File: config.mk
export PLATFORM = sky130hd
export DESIGN_NAME = fma_issue_arbiter_flat
export DESIGN_NICKNAME = d
export VERILOG_FILES = /design/src/rtl/fma_arb_pkg.sv /design/src/rtl/fma_arb_if.sv /design/src/rtl/fma_issue_buf.sv /design/src/rtl/fma_issue_arbiter.sv /design/src/flat_wrapper.sv
export SDC_FILE = /design/constraint.sdc
export NUM_CORES = 1
export LEC_CHECK = 0
export CAP_MARGIN = 25
export CORE_AREA = 2 2 286 288
export DETAILED_ROUTE_END_ITERATION = 8
export DIE_AREA = 0 0 288 290
export HOLD_SLACK_MARGIN = 0.08
export SLEW_MARGIN = 20
export SYNTH_ARGS = -nofsm -noshare
export SYNTH_HDL_FRONTEND = slang
export SYNTH_SLANG_ARGS = --single-unit
File: constraint.sdc
create_clock -name clock -period 14.4 [get_ports clock]
set_clock_uncertainty 0.15 [all_clocks]
set_input_delay 2.16 -clock clock [delete_from_list [all_inputs] [get_ports clock]]
set_output_delay 2.16 -clock clock [all_outputs]
set_load 0.01 [all_outputs]
File: src/rtl/fma_arb_pkg.sv
// fma_arb_pkg: shared robIdx type, flush
// predicates and constants for the FMA arbiter.
package fma_arb_pkg;
   localparam int PAYLOAD_W_DEF = 220;
   localparam logic [2:0] RM_DYN = 3'd7;

   typedef struct packed {
      logic       flag;
      logic [4:0] value;
   } rob_idx_t;

   function automatic logic isAfter(
      rob_idx_t a,
      rob_idx_t b
   );
      return (a.flag ^ b.flag) ^ (a.value > b.value);
   endfunction

   function automatic logic needFlush(
      rob_idx_t r,
      logic     rdValid,
      rob_idx_t rd,
      logic     rdLevel
   );
      return rdValid
         & (isAfter(r, rd) | (rdLevel & (r == rd)));
   endfunction
endpackage

File: src/rtl/fma_arb_if.sv
// fma_arb_if: requester, redirect, issue and
// perf signals of the FMA issue arbiter.
interface fma_arb_if
   import fma_arb_pkg::*;
#(
   parameter int PAYLOAD_W = PAYLOAD_W_DEF
);
   logic [1:0]                req_valid;
   logic [1:0]                req_ready;
   logic [1:0]                req_robIdx_flag;
   logic [1:0][4:0]           req_robIdx_value;
   logic [1:0][2:0]           req_rm;
   logic [1:0][PAYLOAD_W-1:0] req_payload;
   logic [2:0]                frm;
   logic                      redirect_valid;
   logic                      redirect_robIdx_flag;
   logic [4:0]                redirect_robIdx_value;
   logic                      redirect_level;
   logic                      issue_valid;
   logic                      issue_ready;
   logic                      issue_robIdx_flag;
   logic [4:0]                issue_robIdx_value;
   logic [2:0]                issue_rm;
   logic                      issue_src;
   logic [PAYLOAD_W-1:0]      issue_payload;
   logic [15:0]               perf_issue_cnt;
   logic [15:0]               perf_conflict_cnt;

   modport master (
      output req_valid, req_robIdx_flag,
      output req_robIdx_value, req_rm,
      output req_payload, frm,
      output redirect_valid, redirect_level,
      output redirect_robIdx_flag,
      output redirect_robIdx_value,
      output issue_ready,
      input  req_ready, issue_valid,
      input  issue_robIdx_flag,
      input  issue_robIdx_value,
      input  issue_rm, issue_src,
      input  issue_payload,
      input  perf_issue_cnt, perf_conflict_cnt
   );

   modport slave (
      input  req_valid, req_robIdx_flag,
      input  req_robIdx_value, req_rm,
      input  req_payload, frm,
      input  redirect_valid, redirect_level,
      input  redirect_robIdx_flag,
      input  redirect_robIdx_value,
      input  issue_ready,
      output req_ready, issue_valid,
      output issue_robIdx_flag,
      output issue_robIdx_value,
      output issue_rm, issue_src,
      output issue_payload,
      output perf_issue_cnt, perf_conflict_cnt
   );
endinterface

File: src/rtl/fma_issue_buf.sv
// fma_issue_buf: 2-entry in-order uop buffer
// with redirect flush and order-keeping compaction.
module fma_issue_buf
   import fma_arb_pkg::*;
#(
   parameter int PAYLOAD_W = PAYLOAD_W_DEF
) (
   input  logic                 clock,
   input  logic                 reset,
   input  logic                 enq,
   input  rob_idx_t             enqRob,
   input  logic [2:0]           enqRm,
   input  logic                 enqSrc,
   input  logic [PAYLOAD_W-1:0] enqPayload,
   input  logic                 deq,
   input  logic                 rdValid,
   input  rob_idx_t             rdRob,
   input  logic                 rdLevel,
   output logic [1:0]           count,
   output rob_idx_t             headRob,
   output logic [2:0]           headRm,
   output logic                 headSrc,
   output logic [PAYLOAD_W-1:0] headPayload
);
   typedef struct packed {
      rob_idx_t             rob;
      logic [2:0]           rm;
      logic                 src;
      logic [PAYLOAD_W-1:0] pl;
   } ent_t;

   ent_t slot0, slot1, inEnt;
   logic keep0, keep1, v0, v1;
   logic [1:0] countN;

   assign inEnt = {enqRob, enqRm, enqSrc, enqPayload};

   assign keep0 = (count != 2'd0)
      & ~needFlush(slot0.rob, rdValid, rdRob, rdLevel);
   assign keep1 = (count == 2'd2)
      & ~needFlush(slot1.rob, rdValid, rdRob, rdLevel);

   // a flushed head is already gone, so deq only pops a survivor
   assign v0 = keep0 & ~deq;
   assign v1 = keep1;
   assign countN = 2'(v0) + 2'(v1) + 2'(enq);

   always_ff @(posedge clock or negedge reset) begin
      if (!reset) count <= 2'd0;
      else        count <= countN;
   end

   always_ff @(posedge clock) begin
      if (!v0) begin
         if (v1)       slot0 <= slot1;
         else if (enq) slot0 <= inEnt;
      end
      if ((v0 ^ v1) & enq) slot1 <= inEnt;
   end

   assign headRob     = slot0.rob;
   assign headRm      = slot0.rm;
   assign headSrc     = slot0.src;
   assign headPayload = slot0.pl;
endmodule

File: src/rtl/fma_issue_arbiter.sv
// fma_issue_arbiter: round-robin 2-port FMA
// issue arbiter with rm resolution and counters.
module fma_issue_arbiter
   import fma_arb_pkg::*;
#(
   parameter int PAYLOAD_W = PAYLOAD_W_DEF
) (
   input logic      clock,
   input logic      reset,
   fma_arb_if.slave bus
);
   rob_idx_t [1:0] reqRob;
   rob_idx_t redir, headRob;
   logic [1:0] grant, count;
   logic full, acc, sel, enqStore, deq, rrPtr;
   logic [2:0] enqRm;
   logic [15:0] issueCnt, conflictCnt;

   assign reqRob[0] = {bus.req_robIdx_flag[0],
                       bus.req_robIdx_value[0]};
   assign reqRob[1] = {bus.req_robIdx_flag[1],
                       bus.req_robIdx_value[1]};
   assign redir = {bus.redirect_robIdx_flag,
                   bus.redirect_robIdx_value};

   assign grant[0] = bus.req_valid[0]
      & (~bus.req_valid[1] | ~rrPtr);
   assign grant[1] = bus.req_valid[1]
      & (~bus.req_valid[0] | rrPtr);

   assign full = count == 2'd2;
   assign bus.req_ready = grant & {2{~full & reset}};
   assign acc = |bus.req_ready;
   assign sel = bus.req_ready[1];

   assign enqRm = (bus.req_rm[sel] == RM_DYN)
      ? bus.frm : bus.req_rm[sel];
   // flushed requests are acknowledged but dropped
   assign enqStore = acc & ~needFlush(reqRob[sel],
      bus.redirect_valid, redir, bus.redirect_level);
   assign deq = bus.issue_valid & bus.issue_ready;

   always_ff @(posedge clock or negedge reset) begin
      if (!reset) begin
         rrPtr       <= 1'b0;
         issueCnt    <= 16'd0;
         conflictCnt <= 16'd0;
      end else begin
         if (acc) rrPtr <= ~sel;
         if (deq) issueCnt <= issueCnt + 16'd1;
         if (&bus.req_valid)
            conflictCnt <= conflictCnt + 16'd1;
      end
   end

   fma_issue_buf #(.PAYLOAD_W(PAYLOAD_W)) uBuf (
      .clock       (clock),
      .reset       (reset),
      .enq         (enqStore),
      .enqRob      (reqRob[sel]),
      .enqRm       (enqRm),
      .enqSrc      (sel),
      .enqPayload  (bus.req_payload[sel]),
      .deq         (deq),
      .rdValid     (bus.redirect_valid),
      .rdRob       (redir),
      .rdLevel     (bus.redirect_level),
      .count       (count),
      .headRob     (headRob),
      .headRm      (bus.issue_rm),
      .headSrc     (bus.issue_src),
      .headPayload (bus.issue_payload)
   );

   assign bus.issue_valid        = count != 2'd0;
   assign bus.issue_robIdx_flag  = headRob.flag;
   assign bus.issue_robIdx_value = headRob.value;
   assign bus.perf_issue_cnt     = issueCnt;
   assign bus.perf_conflict_cnt  = conflictCnt;
endmodule

File: src/flat_wrapper.sv
// flat-port wrapper written by rule: the top's interface ports become plain ports
module fma_issue_arbiter_flat import fma_arb_pkg::*;
#(
   parameter int PAYLOAD_W = PAYLOAD_W_DEF
)
  (clock, reset, bus_req_valid, bus_req_robIdx_flag, bus_req_robIdx_value, bus_req_rm, bus_req_payload, bus_frm, bus_redirect_valid, bus_redirect_level, bus_redirect_robIdx_flag, bus_redirect_robIdx_value, bus_issue_ready, bus_req_ready, bus_issue_valid, bus_issue_robIdx_flag, bus_issue_robIdx_value, bus_issue_rm, bus_issue_src, bus_issue_payload, bus_perf_issue_cnt, bus_perf_conflict_cnt);
  fma_arb_if #(.PAYLOAD_W(PAYLOAD_W)) bus_i ();
  input logic clock;
  input logic reset;
  input wire logic [$bits(bus_i.req_valid)-1:0] bus_req_valid;
  input wire logic [$bits(bus_i.req_robIdx_flag)-1:0] bus_req_robIdx_flag;
  input wire logic [$bits(bus_i.req_robIdx_value)-1:0] bus_req_robIdx_value;
  input wire logic [$bits(bus_i.req_rm)-1:0] bus_req_rm;
  input wire logic [$bits(bus_i.req_payload)-1:0] bus_req_payload;
  input wire logic [$bits(bus_i.frm)-1:0] bus_frm;
  input wire logic [$bits(bus_i.redirect_valid)-1:0] bus_redirect_valid;
  input wire logic [$bits(bus_i.redirect_level)-1:0] bus_redirect_level;
  input wire logic [$bits(bus_i.redirect_robIdx_flag)-1:0] bus_redirect_robIdx_flag;
  input wire logic [$bits(bus_i.redirect_robIdx_value)-1:0] bus_redirect_robIdx_value;
  input wire logic [$bits(bus_i.issue_ready)-1:0] bus_issue_ready;
  output wire logic [$bits(bus_i.req_ready)-1:0] bus_req_ready;
  output wire logic [$bits(bus_i.issue_valid)-1:0] bus_issue_valid;
  output wire logic [$bits(bus_i.issue_robIdx_flag)-1:0] bus_issue_robIdx_flag;
  output wire logic [$bits(bus_i.issue_robIdx_value)-1:0] bus_issue_robIdx_value;
  output wire logic [$bits(bus_i.issue_rm)-1:0] bus_issue_rm;
  output wire logic [$bits(bus_i.issue_src)-1:0] bus_issue_src;
  output wire logic [$bits(bus_i.issue_payload)-1:0] bus_issue_payload;
  output wire logic [$bits(bus_i.perf_issue_cnt)-1:0] bus_perf_issue_cnt;
  output wire logic [$bits(bus_i.perf_conflict_cnt)-1:0] bus_perf_conflict_cnt;
  assign bus_i.req_valid = bus_req_valid;
  assign bus_i.req_robIdx_flag = bus_req_robIdx_flag;
  assign bus_i.req_robIdx_value = bus_req_robIdx_value;
  assign bus_i.req_rm = bus_req_rm;
  assign bus_i.req_payload = bus_req_payload;
  assign bus_i.frm = bus_frm;
  assign bus_i.redirect_valid = bus_redirect_valid;
  assign bus_i.redirect_level = bus_redirect_level;
  assign bus_i.redirect_robIdx_flag = bus_redirect_robIdx_flag;
  assign bus_i.redirect_robIdx_value = bus_redirect_robIdx_value;
  assign bus_i.issue_ready = bus_issue_ready;
  assign bus_req_ready = bus_i.req_ready;
  assign bus_issue_valid = bus_i.issue_valid;
  assign bus_issue_robIdx_flag = bus_i.issue_robIdx_flag;
  assign bus_issue_robIdx_value = bus_i.issue_robIdx_value;
  assign bus_issue_rm = bus_i.issue_rm;
  assign bus_issue_src = bus_i.issue_src;
  assign bus_issue_payload = bus_i.issue_payload;
  assign bus_perf_issue_cnt = bus_i.perf_issue_cnt;
  assign bus_perf_conflict_cnt = bus_i.perf_conflict_cnt;
  fma_issue_arbiter #(.PAYLOAD_W(PAYLOAD_W)) u_core (.clock(clock), .reset(reset), .bus(bus_i));
endmodule
==> out/qor.txt <==
Kind of critical path: in -> reg
PD cells: 135 nW/µm²
Yosys cell types: 44
Total track usage: 14.6%
RSZ-0062 raised after global routing: false
Min-delay worst type: reg -> reg
Die Wd: 288 µm
Worst-path fanout max: 160
WL/cell: 18.3 µm
Pleak: 12.9 nW
Post-cts resize count: 0
WP data arrival: 7.82 ns
Crit end category: flop
Hold buffer count at CTS: 0
Post-route ant nets: 0
Antenna violations before repair: 11
Htree depth: 2
Pin count of the biggest net entering global routing: 161
Cell row count: 104
Final net count: 2894
Tightest Pin Transition: 1.06 ns
Die Ht: 290 µm
Startpoint types: input port
Deepest clock path buffer count: 3
DP Wirelength: 47600 µm
CTS tree: yes
Yosys reg bits: 495
Setup Fix Bufs, Post-CTS: 0
Syn avg cell area: 13.3 µm²
Layout cell share with drive strength beyond 1: 13.0%
Starting Density: 27.7%
Post-route setup TNS: 0 ns
R2R cell count: 15
YS warnings: 0
Fin crit share: 53.9%
Skew-Pair Late Insertion Delay: 0.58 ns
Placed cell area: 30600 µm²
Clk sinks: 495
Drt drc: 0
Max Clk Rate: 0.129 GHz
Hold Crit Depth: 1
Gpl congestion: 0.838
Number of max-cap violations: 0
Core Area: 80200 µm²
Via count: 15200
Final worst setup slack: 6.64 ns
DRT Wirelength: 64200 µm
Tmin final: 7.76 ns
Slew Limit Fails: 0
Mapped Area: 22200 µm²
Clock-pin slew on the worst setup and hold paths: 0.06 ns
Port Buffer Count: 738
Layout area overhead: 45.3%
Iteration-0 DRC Markers: 768
DIE AREA: 83500 µm²
Slew margin rel.: 29.0%
Vias in the first global route: 15500
Share of the yosys chip area belonging to registers: 66.2%
Congestion Overflow GR: 0
First-pass GRT wire length: 93500 µm
Setup violations, final: 0
CP Data Required Time: 14.46 ns
Pre-CTS worst setup slack: 6.18 ns
Most frequent cells in the layout: clkdlybuf4s50_1, nand2_1, edfxtp_1, mux2_4, clkbuf_16
Root Buffer: clkbuf_16
Final Hold Vio Count: 0
Status: completed
I/O pins: 739
Vias per cell: 4.33
Commonest non-fill, non-tap cell in the layout: clkdlybuf4s50_1
Total CTS buffers: 52
Pre-antenna DRT Iters: 5
Mapped Nets: 2163
Post-Synthesis Cells: 1671
Worst vdd ir: 0.0819 mV
Design area: 32300 µm²
path summary, 6_finish.rpt:
kind / endpoint / slack (ns) / startpoint
worst min-delay path: u_core.bus.perf_conflict_cnt[15] / 0.33 / u_core.bus.perf_conflict_cnt[15]
worst max register to register: u_core.uBuf.headPayload[198] / 8.33 / u_core.uBuf.count[0]
worst min register to register: u_core.bus.perf_conflict_cnt[15] / 0.33 / u_core.bus.perf_conflict_cnt[15]
min in group asynchronous: u_core.bus.perf_issue_cnt[1] / 1.86 / reset
worst max-delay path: u_core.uBuf.headPayload[198] / 6.64 / reset
max in group asynchronous: u_core.bus.perf_conflict_cnt[6] / 11.89 / reset
sequential cells by signal, indices dropped and copies added, names as in the netlist:
register,count
u_core.uBuf.headSrc,1
u_core.rrPtr,1
u_core.uBuf.headRm,3
u_core.bus.perf_conflict_cnt,16
u_core.uBuf.headPayload,220
u_core.uBuf.count,2
u_core.uBuf.headRob,6
u_core.uBuf.slot1,230
u_core.bus.perf_issue_cnt,16
synth_stat cells (all sizes together):
cell type | number | area [µm²]
a211oi | 1 | 7.51
a21o | 1 | 7.51
a21oi | 10 | 50.1
a311o | 1 | 10.0
a311oi | 1 | 8.76
a31o | 1 | 8.76
and2 | 3 | 18.8
and3 | 3 | 18.8
and4 | 3 | 26.3
buf | 34 | 299
clkbuf | 43 | 161
clkinv | 1 | 3.75
dfrtp | 35 | 876
edfxtp | 460 | 13800
ha | 18 | 225
inv | 14 | 52.6
mux2 | 229 | 3240
mux2i | 3 | 30.0
nand2 | 697 | 2620
nand2b | 3 | 18.8
nand3 | 18 | 90.1
nand3b | 1 | 7.51
nand4 | 7 | 43.8
nor2 | 21 | 78.8
nor2b | 5 | 31.3
nor3 | 6 | 30.0
o2111ai | 2 | 23.8
o211a | 1 | 10.0
o211ai | 1 | 7.51
o21a | 1 | 7.51
o21ai | 8 | 40.0
o21bai | 1 | 7.51
o31ai | 2 | 15.0
or2 | 1 | 6.26
or4b | 2 | 20.0
xnor2 | 21 | 184
xor2 | 12 | 105
worst max-delay path: stages:
cell             delay, ns
clkdlybuf4s50_1       0.45
buf_4                 0.42
o2111ai_4             0.20
buf_4                 0.39
inv_8                 0.71
nand2_1               0.12
nand2_1               0.13
ha_1                  0.27
a21oi_1               0.16
a21oi_1               0.10
nor3_1                0.18
o2111ai_1             0.12
o211a_1               0.23
a21oi_4               0.18
buf_12                0.59
buf_4                 0.85
layer usage:
metal,track usage (%),vias up,wire (µm),share of wire [%]
li1,-,7266,-,-
met1,17.0,7264,25200,39
met2,25.7,536,31900,50
met3,3.51,114,4580,7.1
met4,6.07,8,2410,3.8
met5,0,-,51,0.079
logic make-up after synthesis:
family / Yosys count / synth area share (%)
xor+xnor: 33 / 1.30
buf+inv: 92 / 2.33
fa+ha+maj: 18 / 1.01
flops: 495 / 66.2
compound gates: 31 / 0.919
simple gates: 770 / 13.5
mux: 232 / 14.7
final cells by class:
type	instances	area, µm²
Sequential cell	495	14700
Tap cell	1060	1330
Clock buffer	72	1440
Fill cell	7464	47900
Clock inverter	21	154
Multi-Input combinational cell	1084	7030
Antenna cell	5	12.5
Timing Repair Buffer	754	7540
Inverter	15	63.8
per-stage QoR:
step | cells | total power, mW | utilization (%) | hold WS [ns]
6_report | 3506 | 4.34 | 40.2 | 0.326
3_3_place_gp | 3407 | 3.11 | 38.2 | 0.316
3_5_place_dp | 3407 | 3.12 | 38.2 | 0.323
2_1_floorplan | 1671 | 2.54 | - | 0.354
5_1_grt | 3506 | 4.54 | 40.2 | 0.340
4_1_cts | 3500 | 4.41 | 40.2 | 0.332
power by group:
| part | leakage, nW | internal [mW] | total, mW | switching (mW) |
|---|---|---|---|---|
| clock network | 0.776 | 0.716 | 1.26 | 0.549 |
| logic | 7.43 | 0.575 | 1.11 | 0.535 |
| registers | 4.74 | 1.88 | 1.97 | 0.0840 |
(Power assumes the default switching activity.)
